## config.mk

```make
export PLATFORM = sky130hd
export DESIGN_NAME = reset_pulse_gen
export DESIGN_NICKNAME = d
export VERILOG_FILES = /design/src/rtl/reset_pulse_gen_pkg.sv /design/src/rtl/sync_edge_detect.sv /design/src/rtl/reset_pulse_gen.sv
export SDC_FILE = /design/constraint.sdc
export NUM_CORES = 1
export LEC_CHECK = 0
export ABC_AREA = 1
export ABC_CLOCK_PERIOD_IN_PS = 1690
export BUFFER_PORTS_ARGS = -buffer_cell sky130_fd_sc_hd__clkbuf_2
export CAP_MARGIN = 25
export CORE_MARGIN = 1.5
export CORE_UTILIZATION = 57
export DETAILED_ROUTE_END_ITERATION = 8
export PLACE_DENSITY_LB_ADDON = 0.2
export RECOVER_POWER = 25
export SYNTH_ARGS = -nofsm -noshare
export SYNTH_HDL_FRONTEND = slang
export SYNTH_SLANG_ARGS = --single-unit
```

## constraint.sdc

```tcl
create_clock -name clk -period 1.69 [get_ports clk]
set_input_delay 0 -clock clk [delete_from_list [all_inputs] [get_ports clk]]
set_output_delay 0 -clock clk [all_outputs]
set_load 0.05 [all_outputs]
```

## src/rtl/reset_pulse_gen_pkg.sv

```systemverilog
// reset_pulse_gen_pkg: shared state encoding, counter width and helpers for reset_pulse_gen.
package reset_pulse_gen_pkg;

    localparam int CNT_W = 8;

    typedef enum logic [1:0] {
        IDLE    = 2'd0,
        ASSERT  = 2'd1,
        HOLDOFF = 2'd2
    } state_t;

    function automatic logic [CNT_W-1:0] sat_inc(input logic [CNT_W-1:0] v);
        return (&v) ? v : v + 1'b1;
    endfunction

endpackage

```

## src/rtl/sync_edge_detect.sv

```systemverilog
// sync_edge_detect: 2-flop synchronizer plus history flop; flags a rising edge of the async level.
module sync_edge_detect (
    input  logic clk,
    input  logic rst,
    input  logic async_i,
    output logic edge_o
);

    logic s1_q, s2_q, s3_q;

    always_ff @(posedge clk) begin
        if (rst) begin
            s1_q <= 1'b0;
            s2_q <= 1'b0;
            s3_q <= 1'b0;
        end else begin
            s1_q <= async_i;
            s2_q <= s1_q;
            s3_q <= s2_q;
        end
    end

    assign edge_o = s2_q & ~s3_q;

endmodule

```

## src/rtl/reset_pulse_gen.sv

```systemverilog
// reset_pulse_gen: fixed-width registered reset pulses from an async level or sync strobe,
// each followed by a hold-off window that drops (and flags) any retrigger.
module reset_pulse_gen
    import reset_pulse_gen_pkg::*;
#(
    parameter int PULSE_CYCLES   = 4,
    parameter int HOLDOFF_CYCLES = 2
) (
    input  logic       clk,
    input  logic       rst,
    input  logic       req_async,
    input  logic       sw_req,
    output logic       rst_out,
    output logic       busy,
    output logic       done,
    output logic       overrun,
    output logic [7:0] pulse_count
);

    localparam logic [CNT_W-1:0] PULSE_LOAD = CNT_W'(PULSE_CYCLES - 1);
    localparam logic [CNT_W-1:0] HOLD_LOAD  = CNT_W'(HOLDOFF_CYCLES - 1);

    state_t           state_q, state_d;
    logic [CNT_W-1:0] cnt_q, cnt_d;
    logic [7:0]       count_q, count_d;
    logic             rst_out_q, busy_q, done_q, done_d, overrun_q, overrun_d;
    logic             async_edge, req, accept;

    sync_edge_detect u_sync (
        .clk     (clk),
        .rst     (rst),
        .async_i (req_async),
        .edge_o  (async_edge)
    );

    assign req = async_edge | sw_req;

    always_comb begin
        state_d   = state_q;
        cnt_d     = cnt_q;
        count_d   = count_q;
        done_d    = 1'b0;
        overrun_d = 1'b0;
        accept    = 1'b0;
        case (state_q)
            IDLE: accept = req;
            ASSERT: begin
                overrun_d = req;
                if (cnt_q != '0) begin
                    cnt_d = cnt_q - 1'b1;
                end else begin
                    state_d = HOLDOFF;
                    cnt_d   = HOLD_LOAD;
                    done_d  = 1'b1;
                end
            end
            HOLDOFF: begin
                // the final hold-off cycle already counts as idle, so a request here is taken
                if (cnt_q != '0) begin
                    cnt_d     = cnt_q - 1'b1;
                    overrun_d = req;
                end else begin
                    accept  = req;
                    state_d = IDLE;
                end
            end
            default: begin
                state_d = IDLE;
                cnt_d   = '0;
            end
        endcase
        if (accept) begin
            state_d = ASSERT;
            cnt_d   = PULSE_LOAD;
            count_d = sat_inc(count_q);
        end
    end

    always_ff @(posedge clk) begin
        if (rst) begin
            state_q   <= IDLE;
            cnt_q     <= '0;
            count_q   <= '0;
            rst_out_q <= 1'b0;
            busy_q    <= 1'b0;
            done_q    <= 1'b0;
            overrun_q <= 1'b0;
        end else begin
            state_q   <= state_d;
            cnt_q     <= cnt_d;
            count_q   <= count_d;
            rst_out_q <= (state_d == ASSERT);
            busy_q    <= (state_d != IDLE);
            done_q    <= done_d;
            overrun_q <= overrun_d;
        end
    end

    assign rst_out     = rst_out_q;
    assign busy        = busy_q;
    assign done        = done_q;
    assign overrun     = overrun_q;
    assign pulse_count = count_q;

endmodule

```

==> metrics.txt <==
status complete, no violations; Synth Cell Area 1430 µm²; Worst R2R End cnt_q[4]$_SDFFE_PP0P_; I/O Pins 16; grt met2 use 39.4%; VDD IR max 0.000749 V; leakage power 0.759 nW; Max Slew Vio Count 0; final setup fails 0; Hold WC Path Type primary input to register; Mean Syn Cell Area 6.78 µm²; Initial Util 62.3%; fraction of layout cells with a size suffix above 1 between 10% and 20%; Post-Place Cells 253; CP required 1920 ps; layer with the highest usage met2; Slew @ Worst Pin 616 ps; largest net degree at the start of global routing 16; Synth async-reset ratio 0%; worst path bufs/invs 3; row count 17; Pint 0.000939 W; Synth Flop Type dfxtp_1; filler instances 221; Clock Latency Late Sink 330 ps; most frequent cell after synthesis nand2_1; final wirelength 3080 µm; crit path kind register to register; Hold EP pulse_count[7]$_SDFFE_PP0P_; gr ovfl total 0; core area 2300 µm²; max-cap violations 0; Switching Share 43.0%; area grow syn2layout 9.97%; TritonRoute pass-1 iters 4; Placer Congestion 0.943; NetSw just over 0.0007 W; endpoint class of the critical path register; WP data arrival around 1800 ps; Max Clk Rate 641 MHz; port buffer count 15; register area share after synthesis 35.0%; fin cells approximately 260; die height 53.1 µm; Worst Path Max Fanout 12; worst hold stages 2; R2R depth 10; via count 1,349; pwr dens 1050 nW/µm²; EDFF count, synth 0; max incr delay on CP 390 ps; Total Routing Usage GR roughly a quarter; Max clock buf depth 2; Final Hold Viols 0; hold_ws 45.2 ps; CTS tree built; clock skew 9.51 ps; top cell type's share of synthesized area between 30% and 40%; nets 242; worst slack, placed 42.3 ps; CP top delay family simple AND/OR/NAND/NOR gates; synth cell count leaders 54 x nand2_1, 34 x inv_1, 25 x dfxtp_1, 25 x nor2_1, 20 x nand3_1; Flop pwr share 42.1%; vias in the first global route 1,192; Most common cell on crit path inv_1; H-tree depth 1; via/cell ratio 5.23; Unique masters post-synth 25; Post-Syn Nets 222; drc violations 0; final HPWL from detailed placement 2300 µm; CTS buffer count 3; CP Launch Type register; sequential cell area 503 µm²; total power 0.00165 W; Root Driver clkbuf_4; top cells by area, synth dfxtp_1 35%, nand2_1 14%, inv_1 8.9%; fin crit period 1560 ps; clk slew on worst S/H paths ~140 ps; RR Startpoint cnt_q[1]$_SDFFE_PP0P_; first-pass GRT wire length 5000 µm; drt initial violations 58; setup TNS 0 ps; synthesized instance count 211; CTS Sinks 25; combinational group share of total power 41.0%; Final WS setup 129 ps; antenna cells 0; flop2flop setup slack 130 ps; wire length per cell 11.9 µm; cell taking the most area after synthesis dfxtp_1; antenna violations before repair 0; Critical-path top delay cell dfxtp_1; chip width 53.1 µm; Ys Warns 0; Synth Register Bits 25; Die ar. 2820 µm²; Multi-input gate area 778 µm²; clock share of power between 10% and 20%; HP Start rst; ordered cell list for the critical path inv_1, ha_1, inv_1, nor2_2, nand3_4, nand2_4, inv_2, nand2_2, nand2_1, nor2_1; Worst slew margin 59.1%; antenna-violating nets left 0; met1 usage between 30% and 40%; Final period util a little over 90%; met3 usage 3.39%
==> worst reg2reg max path, cell delays in order, from the launching register on <==
cell     delay [ps]
dfxtp_1         390
inv_1            90
ha_1            210
inv_1            80
nor2_2           50
nand3_4          80
nand2_4          80
inv_2           170
nand2_2         100
nand2_1         150
nor2_1           60
==> power groups by stage <==
stage	logic (W)	clock network [W]	registers, W
final	0.000676	0.000279	0.000694
after global routing	0.000750	0.000313	0.000701
after CTS	0.000663	0.000285	0.000692
after detailed placement	0.000656	0	0.000704
after global placement	0.000633	0	0.000699
after floorplan	0.000449	0	0.000772
==> sequential cells by signal, summed over array words and instances (netlist names) <==
signal	flops
rst_out	1
u_sync.s3_q	1
u_sync.s1_q	1
state_q	2
pulse_count	8
overrun	1
busy	1
cnt_q	8
u_sync.s2_q	1
done	1
==> cells in the final DEF (no fill, tap or decap), drive strengths merged, types with 4 or more instances in the layout <==
master  Yosys  routed
a21oi      11      11
clkbuf      1      18
nand3      24      24
nand4       5       5
o21ai       4       4
inv        38      38
nor3        4       4
nor2       28      28
nand2      57      57
ha          7       7
dfxtp      25      25
==> worst max-delay path by stage <==
stage                                     start                           to  slack, ps  depth (start not counted)
global placement          state_q[1]$_SDFF_PP0_        cnt_q[3]$_SDFFE_PP0P_        120                          8
finish                    cnt_q[1]$_SDFFE_PP0P_        cnt_q[4]$_SDFFE_PP0P_        130                         10
floorplan           pulse_count[0]$_SDFFE_PP0P_  pulse_count[3]$_SDFFE_PP0P_        100                          5
detailed placement        state_q[1]$_SDFF_PP0_        cnt_q[4]$_SDFFE_PP0P_         40                          8
CTS                       state_q[1]$_SDFF_PP0_        cnt_q[4]$_SDFFE_PP0P_         80                          8
global route              cnt_q[1]$_SDFFE_PP0P_        cnt_q[7]$_SDFFE_PP0P_        -20                         10
==> cells by family after synthesis <==
kind of cell             count (synthesis)  share of synthesized area, %
AND/OR/NAND/NOR                        119                          39.4
buffers and inverters                   40                          11.0
flip-flops                              25                          35.0
AO/OA/AOI/OAI                           16                          6.03
adder cells (fa/ha/maj)                  7                          6.12
XOR/XNOR                                 4                          2.45
==> cell type report <==
class	instances	area share [%]
multi-input combinational	146	49.4
timing repair buffer	17	5.41
sequential	25	32.0
clock inverter	1	0.477
clock buffer	3	1.43
tap	28	2.23
inverter	38	9.06
==> layer usage <==
metal | up-vias | wire, µm
met3 | 9 | 150
met2 | 43 | 1440
met5 | - | 0
met4 | 0 | 53
met1 | 604 | 1430
li1 | 693 | -
==> repair_timing <==
action	in CTS	in global routing
pin swaps	0	1
hold endpoints to repair	1	0
setup buffers	0	0
setup endpoints to repair	3	4
hold buffers	1	0
gates resized for setup	1	4
==> through the flow <==
step / area (µm²) / util [%]
floorplan: 1430 / -
global placement: 1530 / 66.8
detailed placement: 1530 / 66.8
CTS: 1580 / 68.6
global route: 1570 / 68.5
finish: 1570 / 68.5
No activity file was read; power rests on OpenSTA's default activity.
